`src/rtl/pipe_skid_reg.sv`:
```
// Pipeline-stage register with a two-entry skid buffer, valid/ready handshake,
// synchronous flush and bubble masking of the control bundle.
module pipe_skid_reg #(
    parameter int                CTRL_W    = 2,
    parameter int                DATA_W    = 69,
    parameter logic [CTRL_W-1:0] CTRL_IDLE = '0,
    parameter bit                NEGEDGE   = 1'b1
) (
    input  logic              clk,
    input  logic              rst_n,
    input  logic              flush,
    input  logic              in_valid,
    output logic              in_ready,
    input  logic [CTRL_W-1:0] in_ctrl,
    input  logic [DATA_W-1:0] in_data,
    output logic              out_valid,
    input  logic              out_ready,
    output logic [CTRL_W-1:0] out_ctrl,
    output logic [DATA_W-1:0] out_data,
    output logic [1:0]        occupancy
);

    typedef enum logic [1:0] {
        ST_EMPTY = 2'd0,
        ST_ONE   = 2'd1,
        ST_FULL  = 2'd2
    } state_t;

    state_t            r_state, w_state_nxt;
    logic [CTRL_W-1:0] r_m_ctrl, r_s_ctrl, w_m_ctrl_nxt, w_s_ctrl_nxt;
    logic [DATA_W-1:0] r_m_data, r_s_data, w_m_data_nxt, w_s_data_nxt;
    logic              w_clk;
    logic              w_accept;
    logic              w_pop;

    // Inverting the clock keeps one set of registers for both edge choices.
    assign w_clk = NEGEDGE ? ~clk : clk;

    assign in_ready  = (r_state != ST_FULL);
    assign out_valid = (r_state != ST_EMPTY);
    assign out_ctrl  = out_valid ? r_m_ctrl : CTRL_IDLE;
    assign out_data  = out_valid ? r_m_data : '0;
    assign occupancy = r_state;

    assign w_accept = in_valid & in_ready;
    assign w_pop    = out_valid & out_ready;

    always_comb begin
        w_state_nxt  = r_state;
        w_m_ctrl_nxt = r_m_ctrl;
        w_m_data_nxt = r_m_data;
        w_s_ctrl_nxt = r_s_ctrl;
        w_s_data_nxt = r_s_data;
        if (flush) begin
            w_state_nxt  = ST_EMPTY;
            w_m_ctrl_nxt = CTRL_IDLE;
            w_m_data_nxt = '0;
            w_s_ctrl_nxt = CTRL_IDLE;
            w_s_data_nxt = '0;
        end else begin
            case (r_state)
                ST_EMPTY: begin
                    if (w_accept) begin
                        w_m_ctrl_nxt = in_ctrl;
                        w_m_data_nxt = in_data;
                        w_state_nxt  = ST_ONE;
                    end
                end
                ST_ONE: begin
                    if (w_accept && w_pop) begin
                        w_m_ctrl_nxt = in_ctrl;
                        w_m_data_nxt = in_data;
                    end else if (w_accept) begin
                        w_s_ctrl_nxt = in_ctrl;
                        w_s_data_nxt = in_data;
                        w_state_nxt  = ST_FULL;
                    end else if (w_pop) begin
                        w_state_nxt  = ST_EMPTY;
                    end
                end
                ST_FULL: begin
                    if (w_pop) begin
                        w_m_ctrl_nxt = r_s_ctrl;
                        w_m_data_nxt = r_s_data;
                        w_state_nxt  = ST_ONE;
                    end
                end
                default: w_state_nxt = ST_EMPTY;
            endcase
        end
    end

    always_ff @(posedge w_clk or negedge rst_n) begin
        if (!rst_n) begin
            r_state  <= ST_EMPTY;
            r_m_ctrl <= CTRL_IDLE;
            r_s_ctrl <= CTRL_IDLE;
        end else begin
            r_state  <= w_state_nxt;
            r_m_ctrl <= w_m_ctrl_nxt;
            r_s_ctrl <= w_s_ctrl_nxt;
        end
    end

    // Data needs no reset: it is masked to zero whenever out_valid is low.
    always_ff @(posedge w_clk) begin
        r_m_data <= w_m_data_nxt;
        r_s_data <= w_s_data_nxt;
    end

endmodule

```
`config.mk`:
```
export PLATFORM = sky130hd
export DESIGN_NAME = pipe_skid_reg
export DESIGN_NICKNAME = d
export VERILOG_FILES = /design/src/rtl/pipe_skid_reg.sv
export SDC_FILE = /design/constraint.sdc
export NUM_CORES = 1
export LEC_CHECK = 0
export ABC_AREA = 1
export CORE_ASPECT_RATIO = 1.75
export CORE_UTILIZATION = 55
export DETAILED_ROUTE_END_ITERATION = 6
export MAX_ROUTING_LAYER = met4
export PLACE_DENSITY = 0.89
export SYNTH_ARGS = -nofsm -noshare
export SYNTH_HDL_FRONTEND = slang
export SYNTH_SLANG_ARGS = --single-unit
```
`constraint.sdc`:
```
create_clock -name clk -period 2.8 [get_ports clk]
set_input_delay 0.56 -clock clk [delete_from_list [all_inputs] [get_ports clk]]
set_output_delay 0.56 -clock clk [all_outputs]
set_load 0.02 [all_outputs]
```
==> results.toml, run 1 <==
[die]
fp.dieW_um = 85.9
die_h_um = 149
start_util = 0.565
die_area_mm2 = 0.0128
fp-row-count = 53
io_pins = 151
core_area_mm2 = 0.0120

[power]
p_sw_frac = 0.371
p_leak_nw = 5.88
p_seq_frac = 0.334
p_comb_frac = 0.235
power_switching_mw = 2.54
max-vdd-ir-drop_mv = 0.526
p_per_area_mw_per_mm2 = 655
p_clk_frac = 0.431
intPower_mw = 4.29
power_mw = 6.83

[finish]
layout.nets = 1498
final_util = 0.868
fin_cells = 1599
final_cell_area_mm2 = 0.0104
syn_to_final_growth_pct = 53.7
diodes = 0
layout_commonest_cell = "nand2_1"
layout_common_cells = "363 x nand2_1, 288 x inv_1, 174 x nor2_1"
drive_gt1_frac = 0.165

[global_routing]
grt_pass1_vias = 8630
grt_pass1_wl_um = 37400
antenna_found_initial = 0
grt-ovfl-total = 0
grt_max_degree = 76
grtUsageTotal = 0.383

[detailed_routing]
ant_nets = 0
vias = 8662
finalWirelength_um = 25500
viasPerCell = 5.42
drtIter0Drc = 924
remaining_drc_errors = 0
wl_per_cell_um = 16.0
drtPass1Iterations = 6

[timing]
tns_ns = -50.13
setup_viol = 77
slew_headroom = 0.414
slew_violations = 0
hold_violations = 0
grt_setup_unrepaired = "yes"
timing.final.ws_setup_ns = -0.760
holdWs_ns = 0.457
tightest_slew_ns = 0.879
skew_ns = 0.0907

[clock_tree]
htreeDepth = 4
cts_tree = "yes"
root_buffer = "clkbuf_16"
clk_latency_ns = 0.48
max-clock-path-buffers = 2
clock_sinks = 144
cts_buffers = 17
clk_pin_slew_ns = 0.04

[yosys]
yosysWarnings = 0
syn_area_per_cell_um2 = 6.16
synth_cell_types = 20
synth_seq_cells = 144
synth_cells = 1101
syn_nets = 1177
syn_area_mm2 = 0.00678
seq_area_frac_synth = 0.430

[setup_path]
end_kind = "primary output"
startpoint_type = "flip-flop"
crit_type = "flip-flop to primary output"
cp_max_fo = 5
crit_required_ns = 2.24
cp.arrival_ns = 3.00

[placed_design]
dp_slack_ns = -0.625
postPlaceCellArea_mm2 = 0.00894
io_buffers = 150
dpl.cell_count = 1407
dpl.hpwl_um = 11800
gp_congestion = 0.833

[run]
max_cap_viol_count = 0

[status]
violations = "setup timing"
status = "finished with violations"

[min_path]
hold_class = "flip-flop to flip-flop"
==> path summary, 6_finish.rpt <==
path | start | end | slack [ns] | cells after the start
max | occupancy[1]$_DFFE_NN0P_ | out_data[49] | -0.76 | 7
min | r_s_data[34]$_SDFFE_NP0P_ | r_s_data[34]$_SDFFE_NP0P_ | 0.46 | 2
max reg2reg | occupancy[0]$_DFFE_NN0P_ | r_m_data[3]$_SDFFE_NP0P_ | 0.27 | 11
min reg2reg | r_s_data[34]$_SDFFE_NP0P_ | r_s_data[34]$_SDFFE_NP0P_ | 0.46 | 2
max in group asynchronous | rst_n | r_s_ctrl[1]$_DFFE_NN0P_ | 0.84 | 1
min in group asynchronous | rst_n | occupancy[0]$_DFFE_NN0P_ | 1.70 | 1
==> logic make-up (layout without fill, tap and decap cells) <==
family                 count (synthesis)  after routing  share of synthesized area
AO/OA/AOI/OAI                         74             74                     0.0568
buffers and inverters                220            553                      0.129
flip-flops                           144            144                      0.430
AND/OR/NAND/NOR                      663            663                      0.385
==> metal layers <==
metal  track usage  wire, µm  share of wire
met1         0.365      8650           0.34
met2         0.636     12900           0.51
met3         0.111      2070          0.081
met4         0.306      1910          0.075
met5             -         0              0
==> sequential cells by signal (all words and copies together) (netlist names) <==
| name | flops |
|---|---|
| occupancy | 2 |
| r_s_ctrl | 2 |
| r_m_data | 69 |
| r_m_ctrl | 2 |
| r_s_data | 69 |
==> cell usage after synthesis <==
library cell | count | area [µm²]
nand2_1 | 364 | 1370
nand2_2 | 1 | 6.26
o21ai_1 | 22 | 110
buf_1 | 5 | 18.8
dfxtp_1 | 138 | 2760
buf_2 | 25 | 125
clkbuf_1 | 33 | 124
buf_4 | 5 | 37.5
dfrtn_1 | 6 | 150
nor2_1 | 219 | 822
o21ai_2 | 1 | 8.76
nand4_1 | 2 | 12.5
nand3_1 | 74 | 370
o21ai_0 | 50 | 250
a21oi_4 | 1 | 16.3
inv_2 | 2 | 7.51
nand4_2 | 1 | 12.5
nor2_2 | 1 | 6.26
nor2_4 | 1 | 11.3
inv_1 | 150 | 563
==> worst max-delay path, cell delays in order, from the launching register on <==
cell and delay [ns]:
dfrtn_1 0.45, nor2_4 0.08, buf_12 0.14, buf_8 0.12, buf_12 0.12, buf_6 0.11
nor2_4 0.07, buf_6 0.12
==> final cells by class <==
cell class	count	area (µm²)
repair buffers	233	2450
multi-input cells	737	3250
flip-flops and latches	144	2910
well taps	165	206
clock buffers	17	425
inverters	151	567
fillers	603	1580
clock inverters	152	608
==> repair_timing <==
item	4_1_cts	5_1_grt
endpoints found under the setup margin	218	99
setup buffers	10	9
resized for setup	181	215
hold buffers	0	0
pin swaps	1	3
cloned	2	5
==> power by group through the flow <==
stage,sequential (mW),combinational (mW),clock (mW)
after floorplan,2.29,0.770,0.300
after global placement,2.29,1.26,0.300
after detailed placement,2.30,1.29,0.300
after CTS,2.27,1.38,2.93
after global routing,2.28,1.71,3.18
final,2.28,1.61,2.94
No activity file was read; power rests on OpenSTA's default activity.
==> inputs of run 2 (changes only) <==
--- a/config.mk
+++ b/config.mk
@@ -9,8 +9,10 @@
 export CORE_ASPECT_RATIO = 1.75
 export CORE_UTILIZATION = 55
 export DETAILED_ROUTE_END_ITERATION = 6
+export DONT_BUFFER_PORTS = 1
+export HOLD_SLACK_MARGIN = 0.1
 export MAX_ROUTING_LAYER = met4
-export PLACE_DENSITY = 0.89
+export PLACE_DENSITY = 0.73
 export SYNTH_ARGS = -nofsm -noshare
 export SYNTH_HDL_FRONTEND = slang
 export SYNTH_SLANG_ARGS = --single-unit
==> results.toml, run 2 (same netlist as run 1, synthesis figures left out) <==
[clock_tree]
htreeDepth = 4
root_buffer = "clkbuf_16"
postCtsHoldBufs = 0
cts_buffers = 17
clk_latency_ns = 0.46
clock_sinks = 144
cts_tree = "yes"
clk_pin_slew_ns = 0.05
max-clock-path-buffers = 2

[timing]
grt_setup_unrepaired = "yes"
tns_ns = -44.62
timing.final.ws_setup_ns = -0.663
setup_viol = 75
slew_headroom = 0.420
tightest_slew_ns = 0.870
skew_ns = 0.0730
slew_violations = 0
hold_violations = 0

[global_routing]
grt_pass1_wl_um = 30200
grt-ovfl-total = 0
grtUsageTotal = 0.305
grt_pass1_vias = 7249
antenna_found_initial = 0
grt_max_degree = 76

[finish]
final_cell_area_mm2 = 0.00932
layout_commonest_cell = "nand2_1"
drive_gt1_frac = 0.141
final_util = 0.776
layout_common_cells = "363 x nand2_1, 288 x inv_1, 168 x nor2_1"
syn_to_final_growth_pct = 37.4
diodes = 0
largestRegisters = "r_m_data (69), r_s_data (69)"
layout.nets = 1356
fill_cells = 913

[setup_path]
cp.arrival_ns = 2.90
cp_max_fo = 7
cpPeakStageDelay_ns = 0.47
startpoint_type = "flip-flop"
crit_type = "flip-flop to primary output"
end_kind = "primary output"
path_cells = "nor2_4, buf_12, clkbuf_16, nor2_2, buf_6"
cp_slowest_cell = "dfrtn_1"
crit_required_ns = 2.24

[power]
p_seq_frac = 0.340
p_comb_frac = 0.194
max-vdd-ir-drop_mv = 0.467
intPower_mw = 4.39
p_sw_frac = 0.344
power_mw = 6.69
p_per_area_mw_per_mm2 = 718
p_clk_frac = 0.467
p_leak_nw = 5.17
power_switching_mw = 2.30

[placed_design]
gp_congestion = 0.778
postPlaceCellArea_mm2 = 0.00755
io_buffers = 0
dpl.hpwl_um = 10500
dp_slack_ns = -0.220

[detailed_routing]
drtPass1Iterations = 6
remaining_drc_errors = 0
drtIter0Drc = 379
wl_per_cell_um = 13.1
viasPerCell = 4.92
finalWirelength_um = 19100
vias = 7179
ant_nets = 0

[run]
max_cap_viol_count = 0

[die]
fp.dieW_um = 85.9
die_h_um = 149
start_util = 0.565
die_area_mm2 = 0.0128
fp-row-count = 53
core_area_mm2 = 0.0120
io_pins = 151

[status]
status = "finished with violations"
violations = "setup timing"

[min_path]
hold_class = "flip-flop to flip-flop"
-- run 2: routing by layer --
metal / share of wire / routed length (µm) / global-route usage
met4: 0.027 / 514 / 0.175
met1: 0.37 / 7100 / 0.277
met5: 0 / 0 / -
met3: 0.065 / 1240 / 0.120
met2: 0.54 / 10300 / 0.531
-- run 2: per-stage QoR --
stage	cells	hold slack [ns]
final	1458	0.453
after global placement	1276	0.428
after floorplan	1101	0.410
after CTS	1454	0.436
after detailed placement	1276	0.436
after global routing	1458	0.477
-- run 2: worst max-delay path: cells and delay by family (launching register included) --
| family | cells | cell delay, ns |
|---|---|---|
| buffers and inverters | 3 | 0.45 |
| and+or+nand+nor | 2 | 0.18 |
| DFF | 1 | 0.47 |
-- run 2: path summary, 6_finish.rpt --
kind / start / end / slack, ns / cells past startpoint
min reg2reg: r_s_data[14]$_SDFFE_NP0P_ / r_s_data[14]$_SDFFE_NP0P_ / 0.45 / 2
min: r_s_data[14]$_SDFFE_NP0P_ / r_s_data[14]$_SDFFE_NP0P_ / 0.45 / 2
max: occupancy[1]$_DFFE_NN0P_ / out_data[66] / -0.66 / 5
min in group asynchronous: rst_n / r_m_ctrl[0]$_DFFE_NN0P_ / 1.15 / 0
max in group asynchronous: rst_n / r_s_ctrl[0]$_DFFE_NN0P_ / 1.55 / 0
max reg2reg: occupancy[0]$_DFFE_NN0P_ / r_m_data[9]$_SDFFE_NP0P_ / 0.14 / 12
-- run 2: power groups by stage --
stage	Combinational (mW)	Clock [mW]	Sequential, mW
5_1_grt	1.41	3.45	2.28
6_report	1.29	3.12	2.27
2_1_floorplan	0.770	0.300	2.29
4_1_cts	1.18	3.20	2.27
3_5_place_dp	1.02	0.300	2.30
3_3_place_gp	1.01	0.300	2.29
-- run 2: layout make-up --
type	instances	area [µm²]	share of cell area
tap	165	206	0.0222
timing repair buffer	91	1130	0.121
clock inverter	153	702	0.0753
sequential	144	2910	0.313
inverter	151	567	0.0608
clock buffer	17	425	0.0457
multi-input combinational	737	3370	0.362
-- run 2: repair_timing --
| item | in CTS | in global routing |
|---|---|---|
| endpoints found under the hold margin | 0 | 0 |
| resized for setup | 35 | 72 |
| pin swaps | 3 | 2 |
| gates cloned | 4 | 3 |
| endpoints found under the setup margin | 75 | 75 |
| setup buffers | 5 | 2 |
==> inputs of run 3 (changes only) <==
--- a/config.mk
+++ b/config.mk
@@ -6,13 +6,17 @@
 export NUM_CORES = 1
 export LEC_CHECK = 0
 export ABC_AREA = 1
+export CAP_MARGIN = 10
+export CELL_PAD_IN_SITES_DETAIL_PLACEMENT = 1
+export CELL_PAD_IN_SITES_GLOBAL_PLACEMENT = 2
 export CORE_ASPECT_RATIO = 1.75
-export CORE_UTILIZATION = 55
+export CORE_UTILIZATION = 35
 export DETAILED_ROUTE_END_ITERATION = 6
 export DONT_BUFFER_PORTS = 1
+export GPL_TIMING_DRIVEN = 0
 export HOLD_SLACK_MARGIN = 0.1
 export MAX_ROUTING_LAYER = met4
-export PLACE_DENSITY = 0.73
+export PLACE_DENSITY = 0.87
 export SYNTH_ARGS = -nofsm -noshare
 export SYNTH_HDL_FRONTEND = slang
 export SYNTH_SLANG_ARGS = --single-unit
==> results.toml, run 3 (same netlist as run 1, synthesis figures left out) <==
[status]
status = "finished with violations"
violations = "setup timing"

[detailed_routing]
vias = 7103
finalWirelength_um = 21900
viasPerCell = 4.68
drtIter0Drc = 188
drtPass1Iterations = 6
ant_nets = 0
remaining_drc_errors = 0
wl_per_cell_um = 14.4

[global_routing]
grt_pass1_vias = 7794
grt_pass1_wl_um = 35300
grt_max_degree = 17
grt-ovfl-total = 0
antenna_found_initial = 0
grtUsageTotal = 0.236

[clock_tree]
htreeDepth = 4
clock_sinks = 144
max-clock-path-buffers = 2
clk_pin_slew_ns = 0.05
cts_buffers = 17
postCtsHoldBufs = 0
root_buffer = "clkbuf_16"
cts_tree = "yes"
clk_latency_ns = 0.47

[finish]
syn_to_final_growth_pct = 33.3
fin_cells = 1519
diodes = 0
drive_gt1_frac = 0.124
layout.nets = 1341
largestRegisters = "r_m_data (69), r_s_data (69)"
layout_commonest_cell = "nand2_1"
layout_common_cells = "363 x nand2_1, 288 x inv_1, 149 x nor2_1"

[setup_path]
r2r_start = "occupancy[1]$_DFFE_NN0P_"
cpPeakStageDelay_ns = 0.61
startpoint_type = "flip-flop"
path_cells = "buf_6, nor2_4, buf_8, clkbuf_16, nor2_4"
cp.arrival_ns = 3.17
path_common_cell = "nor2_4"
crit_start = "occupancy[1]$_DFFE_NN0P_"
crit_type = "flip-flop to primary output"
cp_max_fo = 10
crit_required_ns = 2.24
end_kind = "primary output"
cp_slowest_cell = "dfrtn_1"

[power]
p_comb_frac = 0.185
p_per_area_mw_per_mm2 = 734
p_clk_frac = 0.472
p_leak_nw = 4.85
power_switching_mw = 2.37
max-vdd-ir-drop_mv = 0.455
p_seq_frac = 0.343
p_sw_frac = 0.357
intPower_mw = 4.27

[die]
io_pins = 151
fp.dieW_um = 107
die_h_um = 186
start_util = 0.356
die_area_mm2 = 0.0200
fp-row-count = 67
core_area_mm2 = 0.0190

[min_path]
worstHoldStart = "r_m_ctrl[1]$_DFFE_NN0P_"
hold_class = "flip-flop to flip-flop"

[placed_design]
io_buffers = 0
gp_congestion = 0.776
dpl.cell_count = 1342
dpl.hpwl_um = 15300

[timing]
slew_headroom = 0.628
setup_viol = 75
skew_ns = 0.0606
hold_violations = 0
tightest_slew_ns = 0.557
slew_violations = 0
timing.final.ws_setup_ns = -0.927
holdWs_ns = 0.430
grt_setup_unrepaired = "yes"

[run]
max_cap_viol_count = 0
[run 3: cell types whose count changed in the layout (fill, tap and decap cells not counted), moves of 13 or more]
cell      delta
nor2_4      +24
buf_2       +13
clkbuf_1    +24
buf_4       -25
nor2_1      -19
buf_6       -22
[run 3: power by group through the flow]
stage               sequential [mW]  clock (mW)  combinational, mW
finish                         2.28        3.13               1.23
global route                   2.29        3.49               1.37
detailed placement             2.31       0.300              0.987
floorplan                      2.29       0.300              0.770
CTS                            2.28        3.27               1.22
global placement               2.30       0.300              0.970
[run 3: area by class of cell]
| cell class | count | area [µm²] |
|---|---|---|
| Fill cell | 2572 | 9990 |
| Multi-Input combinational cell | 737 | 3520 |
| Sequential cell | 144 | 2910 |
| Clock inverter | 153 | 684 |
| Inverter | 151 | 571 |
| Buffer | 68 | 536 |
| Clock buffer | 17 | 425 |
| Tap cell | 241 | 302 |
| Timing Repair Buffer | 8 | 91.3 |
[run 3: repair_timing]
item / CTS / global route
buffers inserted: 4 / 0
pin swaps: 7 / 9
setup endpoints to repair: 75 / 76
gates cloned: 2 / 2
resized for setup: 120 / 6
[run 3: layer usage]
| layer | up-vias | wire length [µm] | GRT usage | share of wire |
|---|---|---|---|---|
| li1 | 3604 | - | - | - |
| met1 | 3319 | 8070 | 0.208 | 0.37 |
| met2 | 147 | 12300 | 0.432 | 0.56 |
| met3 | 33 | 1170 | 0.0920 | 0.053 |
| met4 | 0 | 397 | 0.119 | 0.018 |
| met5 | - | 0 | - | 0 |
[run 3: per-stage QoR]
step                      worst slack, ns  utilization  power, mW  area [µm²]  setup TNS (ns)
after CTS                          -0.970        0.473       6.77        9000          -68.86
final                              -0.927        0.475       6.64        9040          -65.97
after detailed placement           -0.812        0.385       3.59        7320          -85.31
after global routing               -0.982        0.475       7.14        9040          -70.35
after floorplan                    -0.440            -       3.36        7020          -28.52
after global placement             -0.802        0.385       3.57        7320          -82.45
[run 3: final timing paths]
kind / to / slack, ns / depth (start not counted)
max: out_data[54] / -0.93 / 5
min: r_m_ctrl[1]$_DFFE_NN0P_ / 0.43 / 2
max reg2reg: r_m_ctrl[0]$_DFFE_NN0P_ / 0.75 / 8
min reg2reg: r_m_ctrl[1]$_DFFE_NN0P_ / 0.43 / 2
max in group asynchronous: r_s_ctrl[1]$_DFFE_NN0P_ / 1.57 / 0
min in group asynchronous: occupancy[1]$_DFFE_NN0P_ / 1.13 / 0
[run 3: worst max-delay path: cells and delay by family, from the launching register on]
kind | cells | cell delay (ns)
flip-flops | 1 | 0.61
AND/OR/NAND/NOR | 2 | 0.20
buffers and inverters | 3 | 0.53
